==> src/rtl/sdio_cmd_scheduler.sv <==
// Round-robin scheduler sharing one SDIO command engine among three requesters.
// Define SDIO_CMD_TIMEOUT_EN to add the lost-command timeout in WAIT.
module sdio_cmd_scheduler #(
    parameter int TIMEOUT_CYCLES = 50000,
    parameter int GAP_CYCLES     = 16
) (
    input  logic        clk_100mhz,
    input  logic        reset_rtl_0,
    input  logic [2:0]  req_valid,
    input  logic [17:0] req_cmd,
    input  logic [95:0] req_arg,
    output logic [2:0]  req_ready,
    output logic [2:0]  rsp_valid,
    output logic [31:0] rsp_data,
    output logic        rsp_err,
    output logic        eng_start,
    output logic [5:0]  eng_cmd,
    output logic [31:0] eng_arg,
    input  logic        eng_busy,
    input  logic        eng_done,
    input  logic [31:0] eng_resp,
    input  logic        eng_crc_err
);

    typedef enum logic [2:0] {
        IDLE  = 3'd0,
        ISSUE = 3'd1,
        WAIT  = 3'd2,
        RESP  = 3'd3,
        GAP   = 3'd4
    } state_t;

    localparam int               CNT_W    = 17;
    localparam logic [CNT_W-1:0] CNT_MAX  = {CNT_W{1'b1}};
    localparam logic [CNT_W-1:0] GAP_LAST = CNT_W'(GAP_CYCLES - 1);

    generate
        if (GAP_CYCLES < 1 || GAP_CYCLES > 131072 ||
            TIMEOUT_CYCLES < 1 || TIMEOUT_CYCLES > 131072) begin : g_bad_params
            $error("sdio_cmd_scheduler: GAP_CYCLES and TIMEOUT_CYCLES must be in 1..131072");
        end
    endgenerate

    state_t           r_state;
    state_t           w_state_nxt;
    logic [1:0]       r_last_grant;
    logic [1:0]       w_last_grant_nxt;
    logic [1:0]       w_winner;
    logic [2:0]       r_req_ready;
    logic [2:0]       w_req_ready_nxt;
    logic [2:0]       r_rsp_valid;
    logic [2:0]       w_rsp_valid_nxt;
    logic [31:0]      r_rsp_data;
    logic [31:0]      w_rsp_data_nxt;
    logic             r_rsp_err;
    logic             w_rsp_err_nxt;
    logic             r_eng_start;
    logic             w_eng_start_nxt;
    logic [5:0]       r_eng_cmd;
    logic [5:0]       w_eng_cmd_nxt;
    logic [31:0]      r_eng_arg;
    logic [31:0]      w_eng_arg_nxt;
    logic [CNT_W-1:0] r_gap_cnt;
    logic             w_timeout;

    // Search order starts just after the last winner; falls through to the last winner itself.
    function automatic logic [1:0] rr_pick(input logic [2:0] valid, input logic [1:0] last);
        logic [1:0] first;
        logic [1:0] second;
        logic [1:0] third;
        case (last)
            2'd0:    begin first = 2'd1; second = 2'd2; third = 2'd0; end
            2'd1:    begin first = 2'd2; second = 2'd0; third = 2'd1; end
            default: begin first = 2'd0; second = 2'd1; third = 2'd2; end
        endcase
        if (valid[first]) begin
            rr_pick = first;
        end else if (valid[second]) begin
            rr_pick = second;
        end else begin
            rr_pick = third;
        end
    endfunction

    function automatic logic [2:0] onehot3(input logic [1:0] idx);
        case (idx)
            2'd0:    onehot3 = 3'b001;
            2'd1:    onehot3 = 3'b010;
            default: onehot3 = 3'b100;
        endcase
    endfunction

    assign w_winner = rr_pick(req_valid, r_last_grant);

`ifdef SDIO_CMD_TIMEOUT_EN
    localparam logic [CNT_W-1:0] TO_LAST = CNT_W'(TIMEOUT_CYCLES - 1);
    logic [CNT_W-1:0] r_to_cnt;

    // Saturating lost-command counter, restarted on every entry to WAIT
    always_ff @(posedge clk_100mhz) begin
        if (!reset_rtl_0) begin
            r_to_cnt <= {CNT_W{1'b0}};
        end else if (r_state != WAIT) begin
            r_to_cnt <= {CNT_W{1'b0}};
        end else if (r_to_cnt != CNT_MAX) begin
            r_to_cnt <= r_to_cnt + 17'd1;
        end
    end

    assign w_timeout = (r_to_cnt == TO_LAST);
`else
    assign w_timeout = 1'b0;
`endif

    // Saturating inter-command gap counter, restarted on every entry to GAP
    always_ff @(posedge clk_100mhz) begin
        if (!reset_rtl_0) begin
            r_gap_cnt <= {CNT_W{1'b0}};
        end else if (r_state != GAP) begin
            r_gap_cnt <= {CNT_W{1'b0}};
        end else if (r_gap_cnt != CNT_MAX) begin
            r_gap_cnt <= r_gap_cnt + 17'd1;
        end
    end

    // Next state and next values of every registered output
    always_comb begin
        w_state_nxt      = r_state;
        w_last_grant_nxt = r_last_grant;
        w_req_ready_nxt  = 3'b000;
        w_rsp_valid_nxt  = 3'b000;
        w_rsp_data_nxt   = r_rsp_data;
        w_rsp_err_nxt    = r_rsp_err;
        w_eng_start_nxt  = 1'b0;
        w_eng_cmd_nxt    = r_eng_cmd;
        w_eng_arg_nxt    = r_eng_arg;
        case (r_state)
            IDLE: begin
                if (|req_valid) begin
                    w_last_grant_nxt = w_winner;
                    w_req_ready_nxt  = onehot3(w_winner);
                    w_state_nxt      = ISSUE;
                    case (w_winner)
                        2'd0:    begin w_eng_cmd_nxt = req_cmd[5:0];   w_eng_arg_nxt = req_arg[31:0];  end
                        2'd1:    begin w_eng_cmd_nxt = req_cmd[11:6];  w_eng_arg_nxt = req_arg[63:32]; end
                        default: begin w_eng_cmd_nxt = req_cmd[17:12]; w_eng_arg_nxt = req_arg[95:64]; end
                    endcase
                end else begin
                    w_state_nxt = IDLE;
                end
            end
            ISSUE: begin
                if (!eng_busy) begin
                    w_eng_start_nxt = 1'b1;
                    w_state_nxt     = WAIT;
                end else begin
                    w_state_nxt = ISSUE;
                end
            end
            WAIT: begin
                // A completion in the expiry cycle still delivers the real response
                if (eng_done) begin
                    w_rsp_data_nxt  = eng_resp;
                    w_rsp_err_nxt   = eng_crc_err;
                    w_rsp_valid_nxt = onehot3(r_last_grant);
                    w_state_nxt     = RESP;
                end else if (w_timeout) begin
                    w_rsp_data_nxt  = 32'h0000_0000;
                    w_rsp_err_nxt   = 1'b1;
                    w_rsp_valid_nxt = onehot3(r_last_grant);
                    w_state_nxt     = RESP;
                end else begin
                    w_state_nxt = WAIT;
                end
            end
            RESP: begin
                w_state_nxt = GAP;
            end
            GAP: begin
                if (r_gap_cnt == GAP_LAST) begin
                    w_state_nxt = IDLE;
                end else begin
                    w_state_nxt = GAP;
                end
            end
            default: begin
                w_state_nxt = IDLE;
            end
        endcase
    end

    // State register and output registers
    always_ff @(posedge clk_100mhz) begin
        if (!reset_rtl_0) begin
            r_state      <= IDLE;
            r_last_grant <= 2'd2;
            r_req_ready  <= 3'b000;
            r_rsp_valid  <= 3'b000;
            r_rsp_data   <= 32'h0000_0000;
            r_rsp_err    <= 1'b0;
            r_eng_start  <= 1'b0;
            r_eng_cmd    <= 6'd0;
            r_eng_arg    <= 32'h0000_0000;
        end else begin
            r_state      <= w_state_nxt;
            r_last_grant <= w_last_grant_nxt;
            r_req_ready  <= w_req_ready_nxt;
            r_rsp_valid  <= w_rsp_valid_nxt;
            r_rsp_data   <= w_rsp_data_nxt;
            r_rsp_err    <= w_rsp_err_nxt;
            r_eng_start  <= w_eng_start_nxt;
            r_eng_cmd    <= w_eng_cmd_nxt;
            r_eng_arg    <= w_eng_arg_nxt;
        end
    end

    assign req_ready = r_req_ready;
    assign rsp_valid = r_rsp_valid;
    assign rsp_data  = r_rsp_data;
    assign rsp_err   = r_rsp_err;
    assign eng_start = r_eng_start;
    assign eng_cmd   = r_eng_cmd;
    assign eng_arg   = r_eng_arg;

endmodule

==> config.mk <==
export PLATFORM = sky130hd
export DESIGN_NAME = sdio_cmd_scheduler
export DESIGN_NICKNAME = d
export VERILOG_FILES = /design/src/rtl/sdio_cmd_scheduler.sv
export SDC_FILE = /design/constraint.sdc
export NUM_CORES = 1
export LEC_CHECK = 0
export BUFFER_PORTS_ARGS = -buffer_cell sky130_fd_sc_hd__buf_2
export CORE_ASPECT_RATIO = 1.2
export CORE_UTILIZATION = 45
export DETAILED_ROUTE_END_ITERATION = 8
export PLACE_DENSITY = 0.8
export SLEW_MARGIN = 30
export SYNTH_ARGS = -nofsm -noshare
export SYNTH_HDL_FRONTEND = slang
export SYNTH_SLANG_ARGS = --single-unit
==> constraint.sdc <==
create_clock -name clk_100mhz -period 2.6 [get_ports clk_100mhz]
set_input_delay 0.39 -clock clk_100mhz [delete_from_list [all_inputs] [get_ports clk_100mhz]]
set_output_delay 0.39 -clock clk_100mhz [all_outputs]
set_load 0.01 [all_outputs]
==> impl_metrics.csv <==
group,metric,value,unit
global_route,antenna_found_initial,0,
detailed_routing,drt_pass1_iterations,4,
yosys,syn_area,4470,sq um
finish,final_nets,923,
floorplanning,io_pins,232,
run_status,status,"finished, final reports clean",
floorplanning,die_h,111,um
clocking,root_buffer,"clkbuf_16",
timing,timing.hold.ws,0.274,ns
critical_path,arrival,2.62,ns
min_path,hp-class,"in -> reg",
power,leakagePower,2.62,nW
timing,fin_skew,0.00723,ns
finish,drive_gt1_share,35.0,%
clocking,cts_tree,"yes",
global_route,grt_max_degree,41,
yosys,async_reset_ff_share,0,%
yosys,yosys_register_bits,100,
clocking,clkSlewWorstSetupHoldPaths,0.07,ns
critical_path,cp-start-kind,"register",
job,maxCapViolations,0,
yosys,synth_xor_area_share,1.77,%
yosys,synth-edff-count,0,
finish,diodes,0,
timing,final_hold_viol_count,0,
placement,gp_congestion,0.858,
detailed_routing,wl_met1,5450,um
clocking,cts_setup_buffers,0,
timing,setup_violations,0,
timing,fin_crit,2.39,ns
detailed_routing,viasPerCell,5.61,
yosys,synth_top_family_by_area,"compound AO/OA/AOI/OAI gates",
floorplanning,die-area,10300,sq um
detailed_routing,drt-total-wl,13900,um
critical_path,worst-path-max-fanout,9,
yosys,synthTopCellsByArea,"dfxtp_1 (45%), a21oi_1 (7.5%), o21ai_0 (6.8%)",
floorplanning,die_w,92.9,um
floorplanning,rows,39,
finish,final_cells,895,
yosys,ys.flop_type,"dfxtp_1",
detailed_routing,met3_length,1030,um
detailed_routing,drc,0,
detailed_routing,top_layer_used,"met4",
floorplanning,core-area,9560,sq um
finish,fillers,873,
finish,fin_area,6000,sq um
yosys,postSynthAreaPerCell,7.93,sq um
critical_path,end_kind,"register",
placement,postPlaceCellArea,5690,sq um
timing,rsz0062_at_grt,"no",
yosys,yosys.area_share.adder,0.560,%
clocking,clock_latency,0.35,ns
detailed_routing,wl_per_cell,15.6,um
clocking,cts_buffers,9,
detailed_routing,met2_length,7060,um
critical_path,critPathRequiredTime,2.83,ns
global_route,grt_pass1_vias,4800,
yosys,yosysSeqAreaShare,44.8,%
power,ir_drop,0.378,mV
global_route,grt_first_pass_wirelength,22200,um
yosys,yosysTopAreaCellShare,44.8,%
detailed_routing,vias,5022,
timing,max_freq,418,MHz
timing,period_share,92.0,%
timing,tightestPinTransition,0.799,ns
placement,hpwlAfterDp,9690,um
timing,drv_slew,0,
yosys,synth.most_common_cell,"dfxtp_1",
clocking,clock_path_buffers,2,
yosys,synth_mux_area_share,0.448,%
yosys,synth.net_count,719,
clocking,hold_buffers,0,
yosys,syn_inst,563,
yosys,synth_compound_area_share,25.7,%
timing,finalSetupTns,0,ns
global_route,overflow,0,
finish,area_growth,34.3,%
timing,slew_headroom,46.8,%
yosys,netlist_top_cells_count,"dfxtp_1 (100), nand2_1 (79), a21oi_1 (67)",
detailed_routing,drt-initial-drc-count,318,
yosys,yosysTopAreaCell,"dfxtp_1",
global_route,grtUsageTotal,26.9,%
power,pwr_density_cell,657,nW/um^2
yosys,ys.warnings.count,0,
clocking,h-tree-depth,3,
floorplanning,initial_core_util,46.7,%
clocking,clock_sinks,100,
placement,portBuffers,231,
yosys,synth.distinct_cells,49,
placement,dp_cells,878,
critical_path,critical_path_class,"reg -> reg",
clocking,ctsResizeCount,0,
yosys,synthSimpleGateAreaFrac,21.4,%
detailed_routing,postRouteAntennaNets,0,
finish,final_core_util,62.7,%
-- kinds of logic after synthesis --
| group | Yosys count |
|---|---|
| AOI/OAI and AO/OA | 201 |
| buffers and inverters | 57 |
| muxes | 2 |
| DFF | 100 |
| adders and majority gates | 2 |
| xor gates and xnor gates | 9 |
| and+or+nand+nor | 192 |
-- stage by stage --
stage               total power, mW  setup slack (ns)
floorplan                      2.29             0.356
global placement               2.66             0.388
detailed placement             2.68             0.246
CTS                            3.96             0.232
global route                   4.14            0.0775
finish                         3.94             0.208
-- final cells by class --
cell class	instances	area [sq um]	share of cell area (%)
timing repair buffer	245	1280	21.4
inverter	5	18.8	0.313
sequential	100	2000	33.4
clock buffer	10	229	3.82
clock inverter	6	55.1	0.918
multi-input combinational	406	2260	37.6
tap	123	154	2.57
-- critical path, cell delays in order, from the launching register on --
cell,delay (ns)
dfxtp_1,0.47
and4_2,0.29
nand3_1,0.13
nor4_1,0.36
ha_1,0.24
buf_4,0.16
and4b_1,0.24
nand3_1,0.15
xor2_1,0.18
nor2_1,0.05
-- worst paths after layout --
check               startpoint           end  slack [ns]  cells after the start
hold / removal    eng_resp[23]  rsp_data[23]        0.27                      3
hold reg to reg   rsp_data[28]  rsp_data[28]        0.45                      2
setup / recovery  r_gap_cnt[5]  r_gap_cnt[5]        0.21                      9
setup reg to reg  r_gap_cnt[5]  r_gap_cnt[5]        0.21                      9
-- where the power goes --
part           switching, mW  total (mW)  internal (mW)
combinational          0.538       0.909          0.372
clock                  0.606        1.27          0.668
sequential            0.0844        1.75           1.67
-- routing by layer --
metal / global-route usage, % / vias to the layer above
met5: 0 / -
met3: 4.80 / 28
li1: - / 2447
met1: 30.3 / 2317
met4: 13.0 / 0
met2: 47.9 / 230
-- flip-flops by register name, indices dropped and copies added, names as in the netlist --
signal,count
rsp_err,1
eng_arg,32
rsp_data,32
rsp_valid,3
req_ready,3
eng_start,1
r_last_grant,2
r_gap_cnt,17
eng_cmd,6
r_state,3
-- layout by cell type, fill, tap and decap left out, types with 3 or more instances in the layout --
cell and n:
buf_2 231, dfxtp_1 100, nand2_1 79, a21oi_1 67, o21ai_0 61, nand3_1 37
a31oi_1 37, nor2_1 21, o211ai_1 18, buf_4 13, nand4_1 11, clkbuf_16 9
a21boi_0 8, xor2_1 6, nor4_1 5, nor3_1 5, inv_1 4, nand4b_1 4
nor2b_1 3, nand2b_1 3, or3_1 3, and3_1 3, or4_1 3, xnor2_1 3
clkinv_4 3
Note: power is estimated with default switching activity, not from simulation.
